**src/rtl/cpu_pkg.sv**
```systemverilog
`default_nettype none
// ============================================================================
// Module  : cpu_pkg
// Brief   : Shared widths, ALU codes, opcodes and pipeline state type.
// Rev     : 1.0
// ============================================================================
package cpu_pkg;

    localparam int DATA_W_DEF = 32;
    localparam int REG_W_DEF  = 5;

    localparam logic [3:0] ALU_NOR = 4'b0000;
    localparam logic [3:0] ALU_ADD = 4'b0001;
    localparam logic [3:0] ALU_CMP = 4'b0010;
    localparam logic [3:0] ALU_MUL = 4'b0011;

    localparam logic [5:0] OP_J     = 6'd2;
    localparam logic [5:0] OP_BGTZ  = 6'd7;
    localparam logic [5:0] OP_SLTI  = 6'd10;
    localparam logic [5:0] OP_ANDI  = 6'd12;
    localparam logic [5:0] OP_XORI  = 6'd14;
    localparam logic [5:0] OP_LUI   = 6'd15;
    localparam logic [5:0] OP_OP26  = 6'd26;
    localparam logic [5:0] OP_LW    = 6'd35;
    localparam logic [5:0] OP_SW    = 6'd43;

    typedef enum logic [0:0] {
        RUN    = 1'b0,
        BUBBLE = 1'b1
    } state_t;

endpackage
`default_nettype wire

```
**src/rtl/hazard_detect.sv**
```systemverilog
`default_nettype none
// ============================================================================
// Module  : hazard_detect
// Brief   : Combinational load-use hazard check between EX load and ID sources.
// Rev     : 1.0
// ============================================================================
module hazard_detect #(
    parameter int REG_W = 5
) (
    input  logic             i_data_read_ex,
    input  logic [REG_W-1:0] i_rt_ex,
    input  logic [REG_W-1:0] i_rs_id,
    input  logic [REG_W-1:0] i_rt_id,
    output logic             o_hit
);

    // $zero never carries a real dependency
    assign o_hit = i_data_read_ex & (i_rt_ex != '0) &
                   ((i_rt_ex == i_rs_id) | (i_rt_ex == i_rt_id));

endmodule
`default_nettype wire

```
**src/rtl/id_ex_stage.sv**
```systemverilog
`default_nettype none
// ============================================================================
// Module  : id_ex_stage
// Brief   : ID/EX pipeline register with load-use bubble insertion and stall count.
// Rev     : 1.0
// ============================================================================
import cpu_pkg::*;

module id_ex_stage #(
    parameter int DATA_W = cpu_pkg::DATA_W_DEF,
    parameter int REG_W  = cpu_pkg::REG_W_DEF
) (
    input  logic              clk,
    input  logic              reset,
    input  logic              reg_write_ID,
    input  logic              Write_regnum_Src_sel_line_ID,
    input  logic              ALU_Src_sel_line_ID,
    input  logic              data_write_ID,
    input  logic              write_Data_Src_mux_ID,
    input  logic              Set_Less_than_inst_ID,
    input  logic              data_read_ID,
    input  logic [3:0]        ALU_ctrl_ID,
    input  logic              flush,
    input  logic [DATA_W-1:0] Rs_data_ID,
    input  logic [DATA_W-1:0] Rt_data_ID,
    input  logic [DATA_W-1:0] Imm_ext_ID,
    input  logic [REG_W-1:0]  Rs_ID,
    input  logic [REG_W-1:0]  Rt_ID,
    input  logic [REG_W-1:0]  Rd_ID,
    output logic              reg_write_EX,
    output logic              Write_regnum_Src_sel_line_EX,
    output logic              ALU_Src_sel_line_EX,
    output logic              data_write_EX,
    output logic              write_Data_Src_mux_EX,
    output logic              Set_Less_than_inst_EX,
    output logic              data_read_EX,
    output logic [3:0]        ALU_ctrl_EX,
    output logic [DATA_W-1:0] Rs_data_EX,
    output logic [DATA_W-1:0] Rt_data_EX,
    output logic [DATA_W-1:0] Imm_ext_EX,
    output logic [REG_W-1:0]  Rs_EX,
    output logic [REG_W-1:0]  Rt_EX,
    output logic [REG_W-1:0]  Rd_EX,
    output logic [REG_W-1:0]  Write_regnum_EX,
    output logic              stall,
    output logic              flush_IF,
    output logic [15:0]       stall_count
);

    localparam int CTRL_W = 11;

    state_t              r_state;
    state_t              w_state_nxt;
    logic                w_hit;
    logic                w_stall;
    logic [CTRL_W-1:0]   w_ctrl_id;
    logic [CTRL_W-1:0]   r_ctrl;
    logic [DATA_W-1:0]   r_rs_data;
    logic [DATA_W-1:0]   r_rt_data;
    logic [DATA_W-1:0]   r_imm;
    logic [REG_W-1:0]    r_rs;
    logic [REG_W-1:0]    r_rt;
    logic [REG_W-1:0]    r_rd;
    logic [15:0]         r_stall_count;

    assign w_ctrl_id = {reg_write_ID, Write_regnum_Src_sel_line_ID, ALU_Src_sel_line_ID,
                        data_write_ID, write_Data_Src_mux_ID, Set_Less_than_inst_ID,
                        data_read_ID, ALU_ctrl_ID};

    hazard_detect #(
        .REG_W (REG_W)
    ) u_hazard_detect (
        .i_data_read_ex (data_read_EX),
        .i_rt_ex        (r_rt),
        .i_rs_id        (Rs_ID),
        .i_rt_id        (Rt_ID),
        .o_hit          (w_hit)
    );

    assign w_stall = w_hit & (r_state == RUN);

    always_ff @(posedge clk or posedge reset) begin
        if (reset) begin
            r_state <= RUN;
        end else begin
            r_state <= w_state_nxt;
        end
    end

    always_comb begin
        w_state_nxt = r_state;
        case (r_state)
            RUN:     if (w_stall) w_state_nxt = BUBBLE;
            BUBBLE:  w_state_nxt = RUN;
            default: w_state_nxt = RUN;
        endcase
    end

    // Data and register numbers always advance; the held ID instruction
    // is simply recaptured on the edge after the bubble.
    always_ff @(posedge clk or posedge reset) begin
        if (reset) begin
            r_ctrl    <= '0;
            r_rs_data <= '0;
            r_rt_data <= '0;
            r_imm     <= '0;
            r_rs      <= '0;
            r_rt      <= '0;
            r_rd      <= '0;
        end else begin
            r_ctrl    <= w_stall ? '0 : w_ctrl_id;
            r_rs_data <= Rs_data_ID;
            r_rt_data <= Rt_data_ID;
            r_imm     <= Imm_ext_ID;
            r_rs      <= Rs_ID;
            r_rt      <= Rt_ID;
            r_rd      <= Rd_ID;
        end
    end

    always_ff @(posedge clk or posedge reset) begin
        if (reset) begin
            r_stall_count <= '0;
        end else if (w_stall && (r_stall_count != 16'hFFFF)) begin
            r_stall_count <= r_stall_count + 16'd1;
        end
    end

    assign {reg_write_EX, Write_regnum_Src_sel_line_EX, ALU_Src_sel_line_EX,
            data_write_EX, write_Data_Src_mux_EX, Set_Less_than_inst_EX,
            data_read_EX, ALU_ctrl_EX} = r_ctrl;

    assign Rs_data_EX      = r_rs_data;
    assign Rt_data_EX      = r_rt_data;
    assign Imm_ext_EX      = r_imm;
    assign Rs_EX           = r_rs;
    assign Rt_EX           = r_rt;
    assign Rd_EX           = r_rd;
    assign Write_regnum_EX = Write_regnum_Src_sel_line_EX ? r_rd : r_rt;
    assign stall           = w_stall;
    assign flush_IF        = flush & ~w_stall;
    assign stall_count     = r_stall_count;

endmodule
`default_nettype wire

```
**config.mk**
```make
export PLATFORM = sky130hd
export DESIGN_NAME = id_ex_stage
export DESIGN_NICKNAME = d
export VERILOG_FILES = /design/src/rtl/cpu_pkg.sv /design/src/rtl/hazard_detect.sv /design/src/rtl/id_ex_stage.sv
export SDC_FILE = /design/constraint.sdc
export NUM_CORES = 1
export LEC_CHECK = 0
export CAP_MARGIN = 40
export CORE_MARGIN = 2
export CORE_UTILIZATION = 36
export DETAILED_ROUTE_END_ITERATION = 16
export PLACE_DENSITY = 0.8
export REMOVE_ABC_BUFFERS = 1
export SETUP_SLACK_MARGIN = 0.02
export SLEW_MARGIN = 5
export SYNTH_ARGS = -nofsm -noshare
export SYNTH_HDL_FRONTEND = slang
export SYNTH_SLANG_ARGS = --single-unit
```
**constraint.sdc**
```tcl
create_clock -name clk -period 5.7 [get_ports clk]
set_input_delay 1.14 -clock clk [delete_from_list [all_inputs] [get_ports clk]]
set_output_delay 1.14 -clock clk [all_outputs]
set_load 0.05 [all_outputs]
```
# Word level (Yosys, flattened, before mapping)

Index checks and enable logic that the tools add are counted.

Register bits: 139
Latch bits: 0
Bits in writable memories: 0
Memory bits (read-only): 0
Input bits: 125
Output and inout bits: 145
Logic and storage cells: 26
Memories: 0

Add/subtract/negate cells: 1
Multiply operators: 0
Divide/modulo/power cells: 0
Order comparisons: 0
Equality and inequality tests: 3
Shift operators: 0
Muxes and demuxes: 4
Bitwise operators: 7
Reduce and logical (&&, ||, !) cells: 2

Operators by type and width:

| operator                                       | number |
|---|---|
| adder 16 x 1 -> 16 bit (second input constant) | 1 |
| inequality test 16 bit (second input constant) | 1 |
| two-way mux 11 bit                             | 1 |
| equality test 5 bit                            | 2 |
| two-way mux 5 bit                              | 1 |
| nonzero test 5 bit                             | 1 |
| AND 1 bit                                      | 4 |
| inverter 1 bit                                 | 2 |
| case mux 1 bit (2 select lines)                | 1 |
| logical AND 1 bit                              | 1 |
| two-way mux 1 bit                              | 1 |
| bitwise OR 1 bit                               | 1 |

# Depth between registers and ports, before layout

Depth after elaboration: 6
Mapped depth: 7

# Modules after synthesis

From an unflattened synthesis, not the netlist that was laid out.

Cells, all modules: 234
Area, all modules: 4161.5 µm²

By module, submodules not included:

| module        | instances | cells an instance | area an instance (µm²) |
|---|---|---|---|
| id_ex_stage   | 1         | 217               | 4036.4 |
| hazard_detect | 1         | 17                | 125.1 |

# Least setup slack after synthesis

OpenSTA, ideal clock, no wires.

Path kind: input port to output port
Start: input port Rs_ID[0]
End: output port flush_IF
Arrival time: 2392 ps
Required time: 4560 ps
Slack: 2168 ps
Stages: 5
Buffers on the path: 0
Path through: xnor2_1 > nand3_1 > o22ai_1 > nor2b_1 > nor2b_1

Longest elaborated chain between the ends: 6

Ends and longest elaborated chain:

| element             | RTL line            | text |
|---|---|---|
| from (decl)         | id_ex_stage.sv:27   | `input logic [REG_W-1:0] Rs_ID,` |
| equality test 5 bit | hazard_detect.sv:19 | `((i_rt_ex == i_rs_id) \| (i_rt_ex == i_rt_id));` |
| bitwise OR 1 bit    | hazard_detect.sv:19 |  |
| AND 1 bit           | hazard_detect.sv:18 | `assign o_hit = i_data_read_ex & (i_rt_ex != '0) &` |
| AND 1 bit           | id_ex_stage.sv:80   | `assign w_stall = w_hit & (r_state == RUN);` |
| inverter 1 bit      | id_ex_stage.sv:141  | `assign flush_IF = flush & ~w_stall;` |
| AND 1 bit           | id_ex_stage.sv:141  |  |
| to (decl)           | id_ex_stage.sv:46   | `output logic flush_IF,` |

Every way passes these cells.

# Worst setup path in the final report

Start: input port Rs_ID[4]
End: output port flush_IF

The elaborated chain is that of the path after synthesis.

==> flow_summary.json <==
{
  "tritoncts": "done",
  "yosys.area_share.simple_pct": 6.71,
  "fp-row-count": 39,
  "gp_congestion": 0.835,
  "final_cell_area_um2": 7560,
  "grt_pass1_wl_um": 18100,
  "drive_above_1_share_pct": 8.27,
  "vias": 2991,
  "antenna_found_initial": 0,
  "place_hpwl_um": 8520,
  "start_util_pct": 36.6,
  "worst_slew_pin_slew_ps": 793,
  "portBuffers": 269,
  "fp.dieW_um": 111,
  "p_leak_nw": 3.18,
  "final_cells": 675,
  "report.final.setup_viol": 0,
  "grt_pass1_vias": 3271,
  "r2r_slack_ps": 3580,
  "wirelength_um": 11700,
  "fin_crit_ps": 4590,
  "holdPathEnd": "stall_count[14]",
  "clk_pin_slew_ps": 60,
  "cts_resized": 0,
  "drtAntennaViolNets": 0,
  "clock_latency_ps": 410,
  "ys.flop_type": "dfrtp_1",
  "h-tree-depth": 4,
  "relSlewSlack_pct": 47.2,
  "syn_avg_cell_area_um2": 17.8,
  "synth_compound_area_share_pct": 1.15,
  "finalCritPeriodShare_pct": 80.6,
  "firstDrtPassIters": 4,
  "fin_nets": 645,
  "cts.sinks": 139,
  "drt_iter0_drc": 176,
  "power_density_nw_per_um2": 339,
  "cp_top_family": "buffers and inverters",
  "ys.warnings.count": 0,
  "numCtsBuffers": 17,
  "path_class": "input pin to primary output",
  "crit_chain": "clkdlybuf4s50_1, xnor2_1, nand3_1, o22ai_1, buf_4, nor2b_1, buf_4, nor2b_1, clkdlybuf4s50_1",
  "ys_seq_area_share_pct": 84.0,
  "syn_area_um2": 4140,
  "track_usage_pct": 19.5,
  "ys_types": 22,
  "arrival_ps": 3450,
  "viasPerCell": 4.43,
  "holdBufCountCts": 0,
  "cts_root_buf": "clkbuf_16",
  "drc": 0,
  "dieHeight_um": 111,
  "synthMuxAreaShare_pct": 1.63,
  "max-vdd-ir-drop_mv": 0.295,
  "crit_path_start_kind": "input pin",
  "final_cell_mix": "268 x clkdlybuf4s50_1, 139 x dfrtp_1, 25 x xnor2_1",
  "wire_per_inst_um": 17.3,
  "ys_seq_elements": 139,
  "grt_setup_unrepaired": "false",
  "synth_fa_ha_area_share_pct": 0.302,
  "synth-edff-count": 0,
  "required_ps": 4560,
  "power_w": 0.00256,
  "crit_buf_inv": 4,
  "cts_setup_buffers": 0,
  "areaGrowthSynthToFinish_pct": 82.7,
  "hold_violations": 0,
  "r2r_cells": 5,
  "cp_slowest_cell": "clkdlybuf4s50_1",
  "overflow": 0,
  "min_from": "stall_count[14]",
  "async_reset_ff_share_pct": 100,
  "end_kind": "primary output",
  "antenna_cells": 0,
  "dpl.cell_count": 643,
  "grt_max_degree": 91,
  "netlist_instances": 232,
  "skew_ps": 4.90,
  "coreArea_um2": 11300,
  "clock_path_buffers": 2,
  "io_pins": 270,
  "crit_path_start": "Rs_ID[4]",
  "maxCapViolCount": 0,
  "synth_top_family_by_area": "simple AND/OR/NAND/NOR gates",
  "fmax_mhz": 218,
  "crit_fanout": 16,
  "drv_slew": 0,
  "worstReg2RegEnd": "stall_count[1]",
  "dpl_cell_area_um2": 7010,
  "slowest_delay_ps": 700,
  "final_common_cell": "clkdlybuf4s50_1",
  "worstReg2RegStart": "Rt_EX[2]",
  "setup-tns-final_ps": 0,
  "outcome": "completed",
  "die-area_um2": 12400,
  "hp-class": "flop to flop",
  "synth_xor_area_share_pct": 5.29,
  "holdPathStages": 1
}
-- kinds of logic after synthesis --
logic type / after synthesis
adder cells (fa/ha/maj): 1
multiplexers: 6
flip-flops: 139
AND/OR/NAND/NOR: 49
AO/OA/AOI/OAI: 5
XOR/XNOR: 25
buffers and inverters: 7
-- synth_stat cells (all sizes together) (2+ instances only) --
cell,number,area (um^2)
dfrtp,139,3480
xnor2,25,219
nor2b,14,87.6
nand3,8,40.0
nand4,8,50.1
and3,7,43.8
nand2,7,26.3
mux2,6,67.6
buf,3,21.3
inv,3,11.3
nor2,2,7.51
-- cell type report --
cell class | count | area, um^2
Clock inverter | 10 | 66.3
Clock buffer | 22 | 484
Inverter | 3 | 16.3
Multi-Input combinational cell | 86 | 624
Sequential cell | 139 | 3480
Timing Repair Buffer | 272 | 2710
Fill cell | 801 | 3760
Tap cell | 143 | 179
-- registers in the layout (all words and copies together) (netlist names) --
register and cells:
r_ctrl 11, Rs_data_EX 32, Rs_EX 5, Rt_EX 5, Imm_ext_EX 32, Rd_EX 5
Rt_data_EX 32, r_state 1, stall_count 16
-- routing by layer --
layer | GRT usage, % | vias up | wire length, um | share of wire (%)
li1 | - | 1337 | - | -
met1 | 22.3 | 1442 | 4490 | 39
met2 | 31.0 | 193 | 5730 | 49
met3 | 10.4 | 19 | 1220 | 10
met4 | 7.74 | 0 | 206 | 1.8
met5 | 0 | - | 0 | 0
-- where the power goes --
group / switching, W / total, W / internal [W]
sequential: 0.0000300 / 0.00107 / 0.00104
combinational: 0.000291 / 0.000484 / 0.000193
clock: 0.000404 / 0.00100 / 0.000599
total: 0.000725 / 0.00256 / 0.00183
-- metrics by stage --
stage	hold WS, ps	setup WS [ps]	util [%]
2_1_floorplan	661	833	-
3_3_place_gp	488	1200	61.9
3_5_place_dp	486	1120	61.9
4_1_cts	497	1110	66.8
5_1_grt	506	993	66.8
6_report	500	1110	66.8
-- worst max path at each step --
stage / depth (start not counted) / to / slack, ps
after detailed placement: 9 / flush_IF / 1120
after global routing: 9 / flush_IF / 990
after global placement: 9 / flush_IF / 1200
after floorplan: 5 / flush_IF / 830
final: 9 / flush_IF / 1110
after CTS: 9 / flush_IF / 1110
Power figures use the tool's default switching activity.
